==> config.mk <==
export PLATFORM = sky130hd
export DESIGN_NAME = axil_slave_regs
export DESIGN_NICKNAME = d
export VERILOG_FILES = /design/src/rtl/axil_pkg.sv /design/src/rtl/axil_slave_regs.sv
export SDC_FILE = /design/constraint.sdc
export NUM_CORES = 1
export LEC_CHECK = 0
export ABC_AREA = 1
export CAP_MARGIN = 20
export CORE_MARGIN = 4
export CORE_UTILIZATION = 40
export DETAILED_ROUTE_END_ITERATION = 12
export PLACE_DENSITY_LB_ADDON = 0.3
export RECOVER_POWER = 50
export SYNTH_ARGS = -nofsm -noshare
export SYNTH_HDL_FRONTEND = slang
export SYNTH_SLANG_ARGS = --single-unit
==> constraint.sdc <==
create_clock -name clk_i -period 3.3 [get_ports clk_i]
set_clock_uncertainty 0.1 [all_clocks]
set_input_delay 0.66 -clock clk_i [delete_from_list [all_inputs] [get_ports clk_i]]
set_output_delay 0.66 -clock clk_i [all_outputs]
set_load 0.1 [all_outputs]
==> src/rtl/axil_pkg.sv <==
// Shared constants, state encodings and helpers for the AXI4-Lite register slave.
// Imported by axil_slave_regs.
package axil_pkg;

    localparam int AXIL_AW = 32;
    localparam int AXIL_DW = 32;

    localparam logic [1:0] RESP_OKAY   = 2'b00;
    localparam logic [1:0] RESP_SLVERR = 2'b10;

    localparam int REG_CTRL     = 0;
    localparam int REG_STATUS   = 1;
    localparam int REG_PEND     = 2;
    localparam int REG_SCRATCH0 = 3;

    typedef enum logic {
        W_IDLE,
        W_RESP
    } w_state_e;

    typedef enum logic {
        R_IDLE,
        R_DATA
    } r_state_e;

    // Expand a 4-bit byte strobe into a 32-bit bit mask.
    function automatic logic [31:0] strb_mask(input logic [3:0] strb);
        logic [31:0] m;
        for (int b = 0; b < 4; b++) begin
            m[8*b +: 8] = {8{strb[b]}};
        end
        return m;
    endfunction

endpackage

==> src/rtl/axil_slave_regs.sv <==
// AXI4-Lite register slave: CTRL, STATUS, W1C PEND and scratch registers,
// with independent read/write channel FSMs and a level interrupt.
module axil_slave_regs
    import axil_pkg::*;
#(
    parameter int          NUM_REGS    = 8,
    parameter logic [31:0] SCRATCH_RST = 32'h0
) (
    input  logic               clk_i,
    input  logic               rst_ni,
    input  logic [AXIL_AW-1:0] S_AXIL_AWADDR,
    input  logic               S_AXIL_AWVALID,
    output logic               S_AXIL_AWREADY,
    input  logic [AXIL_DW-1:0] S_AXIL_WDATA,
    input  logic [3:0]         S_AXIL_WSTRB,
    input  logic               S_AXIL_WVALID,
    output logic               S_AXIL_WREADY,
    output logic [1:0]         S_AXIL_BRESP,
    output logic               S_AXIL_BVALID,
    input  logic               S_AXIL_BREADY,
    input  logic [AXIL_AW-1:0] S_AXIL_ARADDR,
    input  logic               S_AXIL_ARVALID,
    output logic               S_AXIL_ARREADY,
    output logic [AXIL_DW-1:0] S_AXIL_RDATA,
    output logic [1:0]         S_AXIL_RRESP,
    output logic               S_AXIL_RVALID,
    input  logic               S_AXIL_RREADY,
    input  logic [31:0]        status_i,
    input  logic [31:0]        event_i,
    output logic [31:0]        ctrl_o,
    output logic               irq_o
);

    localparam int IW = $clog2(NUM_REGS);

    // Write channel state
    w_state_e           w_state_q;
    logic               aw_held_q;
    logic               w_held_q;
    logic               awready_q;
    logic               wready_q;
    logic               bvalid_q;
    logic [1:0]         bresp_q;
    logic [AXIL_AW-1:0] awaddr_q;
    logic [AXIL_DW-1:0] wdata_q;
    logic [3:0]         wstrb_q;

    // Read channel state
    r_state_e           r_state_q;
    logic               arready_q;
    logic               rvalid_q;
    logic [1:0]         rresp_q;
    logic [AXIL_DW-1:0] rdata_q;

    // Register file
    logic [31:0] ctrl_q;
    logic [31:0] ctrl_d;
    logic [31:0] pend_q;
    logic [31:0] pend_d;
    logic        irq_q;
    logic        irq_d;
    logic [31:0] scratch_q [REG_SCRATCH0:NUM_REGS-1];
    logic [31:0] scratch_d [REG_SCRATCH0:NUM_REGS-1];

    // Write-side decode
    logic               aw_fire;
    logic               w_fire;
    logic               wr_commit;
    logic               wr_hit;
    logic [AXIL_AW-1:0] wr_addr;
    logic [AXIL_DW-1:0] wr_data;
    logic [3:0]         wr_strb;
    logic [31:0]        wr_mask;
    logic [IW-1:0]      wr_idx;
    logic               wr_oor;
    logic [31:0]        pend_clr;

    // Read-side decode
    logic [IW-1:0]      rd_idx;
    logic               rd_oor;
    logic [31:0]        rd_val;

    // The top nibble selects the 0x4xxx_xxxx window upstream and byte
    // offset bits are don't-care, so neither participates in decode.
    logic unused_addr_bits;
    assign unused_addr_bits = ^{wr_addr[1:0], wr_addr[AXIL_AW-1:28],
                                S_AXIL_ARADDR[1:0],
                                S_AXIL_ARADDR[AXIL_AW-1:28]};

    // Pick held or live AW/W beats and decide whether a write commits now.
    always_comb begin
        aw_fire   = S_AXIL_AWVALID && awready_q;
        w_fire    = S_AXIL_WVALID && wready_q;
        wr_addr   = aw_held_q ? awaddr_q : S_AXIL_AWADDR;
        wr_data   = w_held_q ? wdata_q : S_AXIL_WDATA;
        wr_strb   = w_held_q ? wstrb_q : S_AXIL_WSTRB;
        wr_idx    = wr_addr[2 +: IW];
        wr_oor    = |wr_addr[27:IW+2];
        wr_commit = (w_state_q == W_IDLE)
                 && (aw_held_q || aw_fire)
                 && (w_held_q || w_fire);
        wr_hit    = wr_commit && !wr_oor;
        wr_mask   = strb_mask(wr_strb);
    end

    // Next register contents; event sets are applied after W1C so set wins.
    always_comb begin
        ctrl_d = ctrl_q;
        if (wr_hit && wr_idx == IW'(REG_CTRL)) begin
            ctrl_d = (ctrl_q & ~wr_mask) | (wr_data & wr_mask);
        end
        pend_clr = '0;
        if (wr_hit && wr_idx == IW'(REG_PEND)) begin
            pend_clr = wr_data & wr_mask;
        end
        pend_d = (pend_q & ~pend_clr) | event_i;
        irq_d  = |(pend_q & ctrl_q);
        for (int i = REG_SCRATCH0; i < NUM_REGS; i++) begin
            scratch_d[i] = scratch_q[i];
            if (wr_hit && wr_idx == IW'(i)) begin
                scratch_d[i] = (scratch_q[i] & ~wr_mask)
                             | (wr_data & wr_mask);
            end
        end
    end

    // Read mux over the current (pre-write) register values.
    always_comb begin
        rd_idx = S_AXIL_ARADDR[2 +: IW];
        rd_oor = |S_AXIL_ARADDR[27:IW+2];
        if (rd_oor) begin
            rd_val = '0;
        end else if (rd_idx == IW'(REG_CTRL)) begin
            rd_val = ctrl_q;
        end else if (rd_idx == IW'(REG_STATUS)) begin
            rd_val = status_i;
        end else if (rd_idx == IW'(REG_PEND)) begin
            rd_val = pend_q;
        end else begin
            rd_val = scratch_q[rd_idx];
        end
    end

    // Register file and interrupt flops.
    always_ff @(posedge clk_i or negedge rst_ni) begin
        if (!rst_ni) begin
            ctrl_q <= '0;
            pend_q <= '0;
            irq_q  <= 1'b0;
            for (int i = REG_SCRATCH0; i < NUM_REGS; i++) begin
                scratch_q[i] <= SCRATCH_RST;
            end
        end else begin
            ctrl_q <= ctrl_d;
            pend_q <= pend_d;
            irq_q  <= irq_d;
            for (int i = REG_SCRATCH0; i < NUM_REGS; i++) begin
                scratch_q[i] <= scratch_d[i];
            end
        end
    end

    // Write FSM: collect AW and W in any order, commit, then hold B.
    always_ff @(posedge clk_i or negedge rst_ni) begin
        if (!rst_ni) begin
            w_state_q <= W_IDLE;
            aw_held_q <= 1'b0;
            w_held_q  <= 1'b0;
            awready_q <= 1'b1;
            wready_q  <= 1'b1;
            bvalid_q  <= 1'b0;
            bresp_q   <= RESP_OKAY;
            awaddr_q  <= '0;
            wdata_q   <= '0;
            wstrb_q   <= '0;
        end else begin
            unique case (w_state_q)
                W_IDLE: begin
                    if (aw_fire) begin
                        aw_held_q <= 1'b1;
                        awaddr_q  <= S_AXIL_AWADDR;
                    end
                    if (w_fire) begin
                        w_held_q <= 1'b1;
                        wdata_q  <= S_AXIL_WDATA;
                        wstrb_q  <= S_AXIL_WSTRB;
                    end
                    if (wr_commit) begin
                        w_state_q <= W_RESP;
                        awready_q <= 1'b0;
                        wready_q  <= 1'b0;
                        bvalid_q  <= 1'b1;
                        bresp_q   <= wr_oor ? RESP_SLVERR : RESP_OKAY;
                    end else begin
                        if (aw_fire) awready_q <= 1'b0;
                        if (w_fire)  wready_q  <= 1'b0;
                    end
                end
                W_RESP: begin
                    if (S_AXIL_BREADY) begin
                        w_state_q <= W_IDLE;
                        aw_held_q <= 1'b0;
                        w_held_q  <= 1'b0;
                        awready_q <= 1'b1;
                        wready_q  <= 1'b1;
                        bvalid_q  <= 1'b0;
                    end
                end
            endcase
        end
    end

    // Read FSM: capture on AR handshake, hold R until accepted.
    always_ff @(posedge clk_i or negedge rst_ni) begin
        if (!rst_ni) begin
            r_state_q <= R_IDLE;
            arready_q <= 1'b1;
            rvalid_q  <= 1'b0;
            rdata_q   <= '0;
            rresp_q   <= RESP_OKAY;
        end else begin
            unique case (r_state_q)
                R_IDLE: begin
                    if (S_AXIL_ARVALID) begin
                        r_state_q <= R_DATA;
                        arready_q <= 1'b0;
                        rvalid_q  <= 1'b1;
                        rdata_q   <= rd_val;
                        rresp_q   <= rd_oor ? RESP_SLVERR : RESP_OKAY;
                    end
                end
                R_DATA: begin
                    if (S_AXIL_RREADY) begin
                        r_state_q <= R_IDLE;
                        arready_q <= 1'b1;
                        rvalid_q  <= 1'b0;
                    end
                end
            endcase
        end
    end

    assign S_AXIL_AWREADY = awready_q;
    assign S_AXIL_WREADY  = wready_q;
    assign S_AXIL_BVALID  = bvalid_q;
    assign S_AXIL_BRESP   = bresp_q;
    assign S_AXIL_ARREADY = arready_q;
    assign S_AXIL_RVALID  = rvalid_q;
    assign S_AXIL_RDATA   = rdata_q;
    assign S_AXIL_RRESP   = rresp_q;
    assign ctrl_o         = ctrl_q;
    assign irq_o          = irq_q;

endmodule
=== After elaboration in Yosys (flattened, before gate mapping) ===
Index checks and enable logic that the tools add are counted.
W data, S select, Z words.

* Bits in registers: 334
* Input bits: 171
* Output and inout bits: 74

* Order comparisons: 1
* Equal/unequal tests: 16
* Multiplexer cells: 39
* Bitwise operators: 21
* Reduce and logical (&&, ||, !) cells: 30

{| class="wikitable"
|+ Operator list
! operator !! count
|-
| $and A32 B32 Y32 || 9
|-
| $mux W32 || 8
|-
| $or A32 B32 Y32 || 7
|-
| $bmux W32 S3 || 1
|-
| $not A32 Y32 || 2
|-
| $reduce_or A23 Y1 || 2
|-
| $reduce_or A32 Y1 || 1
|-
| $mux W28 || 1
|-
| $reduce_and A2 Y1 || 10
|-
| $pmux W1 S2 || 9
|-
| $mux W1 || 17
|-
| $eq A3 B3 Y1 const B || 4
|-
| $logic_and A1 B1 Y1 || 12
|-
| $ne A2 B2 Y1 const B || 6
|-
| $eq A3 B2 Y1 const B || 3
|-
| $logic_not A3 Y1 || 2
|-
| $ne A3 B3 Y1 const B || 2
|-
| $ge A4 B4 Y1 const B || 1
|-
| $mux W2 || 2
|-
| $mux W4 || 1
|-
| $not A3 Y4 || 1
|-
| $eq A3 B1 Y1 const B || 1
|-
| $logic_or A1 B1 Y1 || 2
|-
| $not A1 Y1 || 2
|-
| $logic_not A1 Y1 || 1
|}

=== Depth between registers and ports, before layout ===
Gate-level depths: netlist of run 1.

* Word-level depth: 10
* Mapped depth: 12
* Gate-level depth less buffers: 10

=== Worst setup path after synthesis of run 1 ===
No wires, ideal clock.

* Path type: register to register
* Start point: register awready_q, in the netlist S_AXIL_AWREADY
* End point: register (tool-made name)
* Arrival: 2018 ps
* Slack: 1063 ps
* Stages on the path, launching flop included: 12
* Path buffers: 2
* Period minus slack after synthesis: 2237 ps
* Cells stage by stage: dfstp_2 -> nand2_1 -> nand2_1 -> nand2_1 -> nor2_1 -> nand2_1 -> nor2_1 -> buf_4 -> buf_6 -> nand4_4 -> nand2_1 -> nand2_1

{| class="wikitable"
|+ RTL lines
! what !! RTL line !! RTL
|-
| from (decl) || axil_slave_regs.sv:40 || <nowiki>logic awready_q;</nowiki>
|-
| from (signal assigned) || axil_slave_regs.sv:169 || <nowiki>awready_q <= 1'b1;</nowiki>
|-
| from (signal assigned) || axil_slave_regs.sv:190 || <nowiki>awready_q <= 1'b0;</nowiki>
|-
| from (signal assigned) || axil_slave_regs.sv:195 || <nowiki>if (aw_fire) awready_q <= 1'b0;</nowiki>
|}

=== Worst setup path in the final report of run 1 ===
* Start point: input port S_AXIL_AWVALID
* End point: register awaddr_q[9]

* Longest elaborated chain between the ends: 2

{| class="wikitable"
|+ Ends and longest elaborated chain
! what !! RTL line !! RTL
|-
| from (decl) || axil_slave_regs.sv:12 || <nowiki>input logic S_AXIL_AWVALID,</nowiki>
|-
| $logic_and A1 B1 Y1 || axil_slave_regs.sv:92 || <nowiki>aw_fire = S_AXIL_AWVALID && awready_q;</nowiki>
|-
| $reduce_and A2 Y1 (no source line) || n/a ||
|-
| to (signal assigned) || axil_slave_regs.sv:173 || <nowiki>awaddr_q <= '0;</nowiki>
|-
| to (signal assigned) || axil_slave_regs.sv:181 || <nowiki>awaddr_q <= S_AXIL_AWADDR;</nowiki>
|-
| to (decl) || axil_slave_regs.sv:44 || <nowiki>logic [AXIL_AW-1:0] awaddr_q;</nowiki>
|}

Every way passes these cells.
A chain may end at the register's enable or synchronous reset.

==> results of run 1 <==
[what timing repair did]
item                                    4_1_cts  5_1_grt
endpoints found under the setup margin        0        0
hold buffers                                  1        0
endpoints found under the hold margin        33        0
[cells by family after synthesis]
family                 after synthesis  synth area share (%)
buffers and inverters              249                  6.38
multiplexers                        47                  3.08
AND/OR/NAND/NOR                   1303                  36.0
AO/OA/AOI/OAI                      184                  6.43
flip-flops                         330                  48.1
other                                1                0.0218
[final cells by class]
class / instances / area [µm²] / share of cell area (%)
Sequential cell: 330 / 8260 / 39.1
Multi-Input combinational cell: 1536 / 7830 / 37.1
Timing Repair Buffer: 291 / 2670 / 12.6
Clock buffer: 53 / 1110 / 5.25
Tap cell: 539 / 674 / 3.19
Inverter: 111 / 419 / 1.98
Clock inverter: 15 / 159 / 0.752
[power groups by stage]
| stage | combinational (W) | clock (W) | sequential (W) |
|---|---|---|---|
| after floorplan | 0.00271 | 0 | 0.00487 |
| after global placement | 0.00410 | 0 | 0.00473 |
| after detailed placement | 0.00417 | 0 | 0.00476 |
| after CTS | 0.00419 | 0.00437 | 0.00469 |
| after global routing | 0.00460 | 0.00452 | 0.00474 |
| final | 0.00423 | 0.00427 | 0.00468 |
[worst max path at each step]
stage                   startpoint          end  slack [ps]
floorplan           S_AXIL_AWREADY     register        1060
finish              S_AXIL_AWVALID  awaddr_q[9]         630
global placement    S_AXIL_AWVALID     register         430
detailed placement  S_AXIL_AWVALID     register         400
CTS                       w_held_q     register         840
global route                rst_ni   wstrb_q[0]         340
[per-stage QoR]
step	instances	area, µm²	hold slack (ps)
3_5_place_dp	2806	19900	361
4_1_cts	2875	21200	372
3_3_place_gp	2806	19900	356
6_report	2875	21100	367
5_1_grt	2875	21100	382
2_1_floorplan	2115	17200	264
[per-layer routing]
layer | GRT usage (%) | share of wire [%] | up-vias
met3 | 7.05 | 11 | 103
met5 | 0 | 0.17 | -
met1 | 34.2 | 45 | 7552
met2 | 32.3 | 41 | 766
met4 | 7.11 | 3.0 | 14
li1 | - | - | 7440
[cells in the mapped netlist (all sizes together)]
library cell  count
a221oi            4
o211ai            5
nand4           253
a22o              1
mux2             47
a21oi            10
o21ai           131
conb              1
o21a              2
and2              1
dfrtp           327
inv             110
buf              68
or2              75
nand3            41
o21bai            1
nor4              2
clkbuf           70
nand3b            2
nor3             31
a22oi            30
nor2            187
nand2           711
clkinv            1
dfstp             3
[worst max-delay path, stage by stage]
cell           delay [ps]
dlygate4sd3_1         550
nand3_1                90
clkbuf_1             1210
mux2_2                440
==> impl_metrics.yaml, run 1 <==
routing:
  vias: 15900
  ant_nets: 0
  routedWlPerCell_um: 19.1
  routed_wl_um: 54800
  vias_per_cell: 5.52
  drt-initial-drc-count: 1772
  first_pass_iters: 5
  drc_errors: 0
logic_synthesis:
  syn_inst: 2114
  avgSynthCellArea_um2: 8.12
  yosysTopAreaCell: "dfrtp_1"
  ys_types: 43
  synth_area_mm2: 0.0172
  synth-seq-cells: 330
  yosysSeqAreaShare_pct: 48.1
  synthTopCellsByArea: "dfrtp_1, nand2_1, nand4_1"
  yosysWarnings: 0
  synth_top_area_share_pct: 47.7
global_routing:
  grt_antenna_before_repair: 8
  grt_pass1_wl_um: 87000
  grt_util_all_layers_pct: 23.0
  grt_max_degree: 96
  gr-total-overflow: 0
  grt_pass1_vias: 15100
power:
  peakVddDrop_mv: 0.528
  p_int_w: 0.00831
  sw_frac_of_total_pct: 37.0
  power_density_mw_per_mm2: 624
  power.leakage_nw: 10.7
  p_clk_share_pct: 32.4
  switching_power_w: 0.00488
  share_comb_of_total_power_pct: 32.1
  seq_power_share_pct: 35.5
  total_power_w: 0.0132
clock_network:
  cts_setup_buffers: 0
  cts_buffers: 37
  cts.repair.resized: 0
  cts_tree: "yes"
  cts_buffer_depth: 3
  clk_pin_slew_ps: 60
  clk_latency_ps: 530
  htreeDepth: 2
  root_buffer: "clkbuf_16"
  clock_sinks: 330
die:
  dieArea_mm2: 0.0463
  rows: 75
  coreArea_mm2: 0.0422
  start_util_pct: 40.6
  io_pins: 245
  die_height_um: 215
  die_w_um: 215
place:
  io_buffers: 230
  post-place-ws_ps: 395
  hpwl_um: 38500
  place.gp.congestion: 0.849
sta:
  drv_slew: 108
  rsz0062_at_grt: "false"
  clock.fmax_ghz: 0.374
  period_minus_slack_ps: 2670
  slew-limit-headroom_pct: -11.9
  setup_ws_ps: 629
  fin_setup_tns_ps: 0
  tightestPinTransition_ps: 1680
  min_period_over_period_pct: 80.9
  setup_viol: 0
  hold_violations: 0
final_layout:
  fill_cells: 4043
  diodes: 0
  syn2layout_area_growth_pct: 23.1
  finalNetCount: 2478
  mostFrequentLayoutCell: "nand2_1"
  drive_gt1_share_pct: 15.9
  final_cell_mix: "nand2_1, dfrtp_1, nand4_1, nor2_1, clkdlybuf4s50_1"
  final_util_pct: 50.0
setup_path:
  worst-setup-path-type: "in -> reg"
  cp-end-kind: "register"
  r2r-start: "aw_held_q"
  cp.required_ps: 3610
  crit_arrival_ps: 2980
  rrSetupSlack_ps: 760
  critPathMaxFanout: 43
  critPathLaunchType: "input pin"
  reg2reg_depth: 9
status:
  status: "finished with violations"
  violations: "capacitance limit, slew limit"
min_path:
  hold_path.class: "reg -> reg"
  min_from: "S_AXIL_ARREADY"
  hold_depth: 2
  holdPathEnd: "S_AXIL_ARREADY"
job:
  drv_cap: 2
Power figures use the tool's default switching activity.
==> run 2, diff against run 1 <==
==> constraint.sdc (replaced) <==
create_clock -name clk_i -period 2.4 [get_ports clk_i]
set_clock_uncertainty 0.1 [all_clocks]
set_input_delay 0.48 -clock clk_i [delete_from_list [all_inputs] [get_ports clk_i]]
set_output_delay 0.48 -clock clk_i [all_outputs]
set_load 0.1 [all_outputs]
==> run 2 against run 1 <==
Effect of this change:
- the run now ends clean
- core utilization up 1.6 points
- first-iteration DRC count decreased by 3.3%
- die area is the same
- combinational power up 46%
- power grew 41%
- largest power group unchanged
==> impl_metrics.yaml, run 2 (synthesis results as in run 1) <==
power:
  power.leakage_nw: 11.1
  power_density_mw_per_mm2: 855
  peakVddDrop_mv: 0.630
  total_power_w: 0.0186
setup_path:
  cp-end-kind: "register"
  cp-startpoint: "aw_held_q"
  rrSetupSlack_ps: 180
  r2r-start: "aw_held_q"
  critPathLaunchType: "register"
  crit_arrival_ps: 2550
  reg2reg_depth: 8
  critPathMaxFanout: 15
  worst-setup-path-type: "reg -> reg"
  cp.required_ps: 2730
final_layout:
  syn2layout_area_growth_pct: 27.1
  finalNetCount: 2527
  final_cell_mix: "nand2_1, dfrtp_1, nand4_1, nor2_1, clkdlybuf4s50_1"
  fill_cells: 3973
  drive_gt1_share_pct: 17.4
  postLayoutCellArea_mm2: 0.0218
  final_util_pct: 51.6
  mostFrequentLayoutCell: "nand2_1"
clock_network:
  clk_pin_slew_ps: 60
  clk_latency_ps: 540
  root_buffer: "clkbuf_16"
  cts_buffer_depth: 3
  cts_tree: "yes"
  cts.repair.resized: 0
  clock_sinks: 330
  cts_buffers: 39
  htreeDepth: 2
routing:
  vias_per_cell: 5.44
  drt-initial-drc-count: 1714
  ant_nets: 0
  vias: 15900
  drc_errors: 0
  routed_wl_um: 56200
  routedWlPerCell_um: 19.2
  first_pass_iters: 6
global_routing:
  grt_max_degree: 64
  grt_pass1_vias: 15400
  grt_antenna_before_repair: 8
  gr-total-overflow: 0
  top_usage_layer: "met1"
  met3_usage_pct: 7.15
  grt_util_all_layers_pct: 23.9
  grt_util_met1_pct: 35.3
  grt_pass1_wl_um: 88800
  grt_use_met2_pct: 33.7
die:
  io_pins: 245
  rows: 75
  start_util_pct: 40.6
  die_w_um: 215
  coreArea_mm2: 0.0422
  dieArea_mm2: 0.0463
  die_height_um: 215
sta:
  tightestPinTransition_ps: 932
  slew-limit-headroom_pct: 37.8
  period_minus_slack_ps: 2220
  drv_slew: 0
  hold_violations: 0
  clock.fmax_ghz: 0.450
  fin_setup_tns_ps: 0
  min_period_over_period_pct: 92.6
  setup_viol: 0
  rsz0062_at_grt: "false"
place:
  hpwl_um: 40800
  place.gp.congestion: 0.900
  io_buffers: 230
  placed_area_mm2: 0.0206
status:
  status: "completed"
min_path:
  hold_path.class: "in -> reg"
job:
  drv_cap: 0
[run 2: changes by cell type in the layout (fill, tap and decap cells not counted), moves of 3 or more]
cell,delta
buf_12,+24
buf_4,+13
clkbuf_2,+7
clkinv_2,-5
clkbuf_1,+4
clkbuf_8,+3
clkdlybuf4s50_1,+3
diode_2,+3
dlygate4sd3_1,-3
[run 2: worst min path at each step]
stage	slack, ps	startpoint	endpoint	depth (start not counted)
2_1_floorplan	80	rst_ni	S_AXIL_BRESP[1]	0
3_3_place_gp	360	register	register	2
3_5_place_dp	360	S_AXIL_ARREADY	S_AXIL_ARREADY	2
4_1_cts	330	event_i[30]	pend_q[30]	3
5_1_grt	350	event_i[15]	pend_q[15]	3
6_report	360	event_i[28]	pend_q[28]	3
[run 2: what timing repair did]
action                                  in CTS  in global routing
hold buffers                                 1                  0
hold endpoints to repair                    49                  0
buffers inserted                             0                  0
endpoints found under the setup margin       0                  0
[run 2: through the flow]
step	setup slack (ps)	instances	hold WS, ps
finish	179	2927	359
global route	28.6	2924	355
CTS	149	2924	333
detailed placement	-116	2853	359
global placement	-109	2853	357
floorplan	163	2115	84.4
[run 2: routing by layer]
metal,up-vias,part of all wire [%]
met4,12,2.9
met3,107,10
met2,736,41
met1,7526,45
met5,-,0.12
li1,7553,-
[run 2: worst max-delay path, cell delays in order (launching register included)]
cell and delay, ps:
dfrtp_1 510, buf_4 280, nand2_2 120, o21ai_4 120, o211ai_4 160, nor2_8 280
nand4_2 300, nand2_1 150, nand2_1 70
[run 2: area by class of cell]
class                   count  area [µm²]  share of cell area, %
diodes                      3        7.51                 0.0344
clock buffers              61        1210                   5.55
clock inverters             9         105                  0.482
inverters                 111         419                   1.92
multi-input cells        1536        7830                   35.9
flip-flops and latches    330        8260                   37.9
well taps                 539         674                   3.09
repair buffers            338        3300                   15.1
[run 2: power by group]
part / internal (W) / total [W] / switching (W)
combinational: 0.00199 / 0.00617 / 0.00417
sequential: 0.00616 / 0.00645 / 0.000294
clock: 0.00368 / 0.00603 / 0.00235
==> run 3, diff against run 2 <==
--- a/config.mk
+++ b/config.mk
@@ -6,9 +6,11 @@
 export NUM_CORES = 1
 export LEC_CHECK = 0
 export ABC_AREA = 1
+export ABC_CLOCK_PERIOD_IN_PS = 2500
 export CAP_MARGIN = 20
 export CORE_MARGIN = 4
 export CORE_UTILIZATION = 40
+export CTS_CLUSTER_DIAMETER = 40
 export DETAILED_ROUTE_END_ITERATION = 12
 export PLACE_DENSITY_LB_ADDON = 0.3
 export RECOVER_POWER = 50
==> constraint.sdc (replaced) <==
create_clock -name clk_i -period 2.5 [get_ports clk_i]
set_clock_uncertainty 0.1 [all_clocks]
set_input_delay 0.5 -clock clk_i [delete_from_list [all_inputs] [get_ports clk_i]]
set_output_delay 0.5 -clock clk_i [all_outputs]
set_load 0.1 [all_outputs]
==> run 3 against run 2 <==
Effect of this change:
- non-clock buffer count shrank 12
- maximum frequency shrank 4.2%
- first-iteration DRC count shrank 0.47%
- flip-flop and latch count is the same
- the run now ends with capacitance limit, slew limit left
- core utilization grew 1.1 points
- clock power grew 26%
- critical path depth is the same
- count of clock-buffer cells in the layout grew 18
- register-to-register slack is essentially flat
- final area grew 2.1%
- final cell count grew 0.61%
- global-route usage is essentially flat
==> impl_metrics.yaml, run 3 (synthesis results as in run 1) <==
routing:
  vias: 16000
  first_pass_iters: 6
  drc_errors: 0
  routed_wl_um: 56400
  ant_nets: 0
  routedWlPerCell_um: 19.1
  drt-initial-drc-count: 1706
  vias_per_cell: 5.44
sta:
  hold_slack_ps: 324
  drv_slew: 50
  period_minus_slack_ps: 2320
  clock.fmax_ghz: 0.431
  setup_viol: 0
  hold_violations: 0
  setup_ws_ps: 181
  min_period_over_period_pct: 92.8
  slew-limit-headroom_pct: -5.19
  tightestPinTransition_ps: 1580
  rsz0062_at_grt: "false"
setup_path:
  crit_arrival_ps: 2700
  r2r-start: "aw_held_q"
  crit_family: "simple AND/OR/NAND/NOR gates"
  cp-end-kind: "register"
  crit_chain: "buf_4, nand2_2, o21ai_4, o211ai_4, nor2_8, nand4_2, nand2_1, nand2_1"
  cpMostUsedCell: "nand2_1"
  critPathMaxFanout: 22
  worst-setup-path-type: "reg -> reg"
  worst-path-buf-inv: 1
  critPathLaunchType: "register"
  slowest_stage: "dfrtp_1"
  cp-startpoint: "aw_held_q"
  cpPeakStageDelay_ps: 540
  cp.required_ps: 2880
clock_network:
  clock_sinks: 330
  root_buffer: "clkbuf_16"
  cts_buffers: 55
  cts_buffer_depth: 3
  cts_tree: "yes"
  clk_pin_slew_ps: 60
  clk_latency_ps: 590
  htreeDepth: 2
  cts_setup_buffers: 0
power:
  power.leakage_nw: 11.3
  power_density_mw_per_mm2: 881
  peakVddDrop_mv: 0.650
final_layout:
  final_cell_mix: "nand2_1, dfrtp_1, nand4_1, nor2_1, clkdlybuf4s50_1"
  syn2layout_area_growth_pct: 29.8
  finalNetCount: 2531
  final_util_pct: 52.7
  fill_cells: 3922
  drive_gt1_share_pct: 18.3
  fin_cells: 2945
  mostFrequentLayoutCell: "nand2_1"
  multiInputGateArea_mm2: 0.00784
  register_area_mm2: 0.00826
die:
  io_pins: 245
  start_util_pct: 40.6
  dieArea_mm2: 0.0463
  die_w_um: 215
  coreArea_mm2: 0.0422
  rows: 75
  die_height_um: 215
place:
  dp_cells: 2841
  io_buffers: 230
  post-place-ws_ps: -148
  place.gp.congestion: 0.874
  hpwl_um: 40100
global_routing:
  gr-total-overflow: 0
  grt_pass1_wl_um: 89100
  grt_util_all_layers_pct: 23.9
  grt_antenna_before_repair: 8
  grt_pass1_vias: 15600
  grt_max_degree: 65
job:
  drv_cap: 1
status:
  status: "finished with violations"
  violations: "capacitance limit, slew limit"
min_path:
  hold_path.class: "in -> reg"
  min_from: "event_i[12]"
run 3: cell types whose count changed in the layout (fill, tap and decap cells not counted), sizes merged:
| cell | before | now |
|---|---|---|
| clkbuf | 77 | 86 |
| buf | 164 | 162 |
| diode | 3 | 1 |
| clkinvlp | 1 | 6 |
| clkinv | 6 | 11 |
| inv | 111 | 114 |
| dlymetal6s2s | 1 | 0 |
| bufinv | 2 | 3 |
run 3: cell type report:
class / count / share of cell area [%]
well taps: 539 / 3.03
clock inverters: 23 / 1.04
inverters: 111 / 1.88
multi-input cells: 1536 / 35.2
clock buffers: 79 / 7.36
repair buffers: 326 / 14.4
flip-flops and latches: 330 / 37.1
diodes: 1 / 0.0112
run 3: metrics by stage:
step | total power (W) | area (µm²) | TNS [ps]
2_1_floorplan | 0.0100 | 17200 | 0
5_1_grt | 0.0206 | 22300 | 0
6_report | 0.0196 | 22300 | 0
3_5_place_dp | 0.0121 | 20400 | -1510
4_1_cts | 0.0197 | 22300 | 0
3_3_place_gp | 0.0119 | 20400 | -1480
run 3: routing by layer:
metal | track usage, % | up-vias | share of wire, %
met5 | 0 | - | 0.16
met4 | 7.58 | 16 | 2.7
met2 | 34.5 | 710 | 42
met3 | 6.78 | 101 | 10
li1 | - | 7569 | -
met1 | 34.8 | 7617 | 45
run 3: where the power goes:
group	internal (W)	switching (W)	leakage, nW
registers	0.00592	0.000286	4.29
clock network	0.00486	0.00272	0.908
logic	0.00183	0.00402	6.08
total	0.0126	0.00702	11.3
run 3: worst paths after layout:
check                                             endpoint  slack [ps]  cells after the start
worst max register to register                    register         180                      8
max in group asynchronous       asynchronous set/reset pin         340                      3
worst min-delay path                            pend_q[12]         320                      3
worst max-delay path                              register         180                      8
worst min register to register              S_AXIL_ARREADY         370                      2
min in group asynchronous       asynchronous set/reset pin         770                      2
run 3: worst reg2reg max path, cell delays in order (launching register included):
cell and delay (ps):
dfrtp_1 540, buf_4 290, nand2_2 130, o21ai_4 120
o211ai_4 160, nor2_8 340, nand4_2 340, nand2_1 140
nand2_1 60
run 3: timing repair:
item,CTS,global route
gates resized for setup,0,0
hold endpoints to repair,44,0
hold buffers,1,0
setup endpoints to repair,0,0
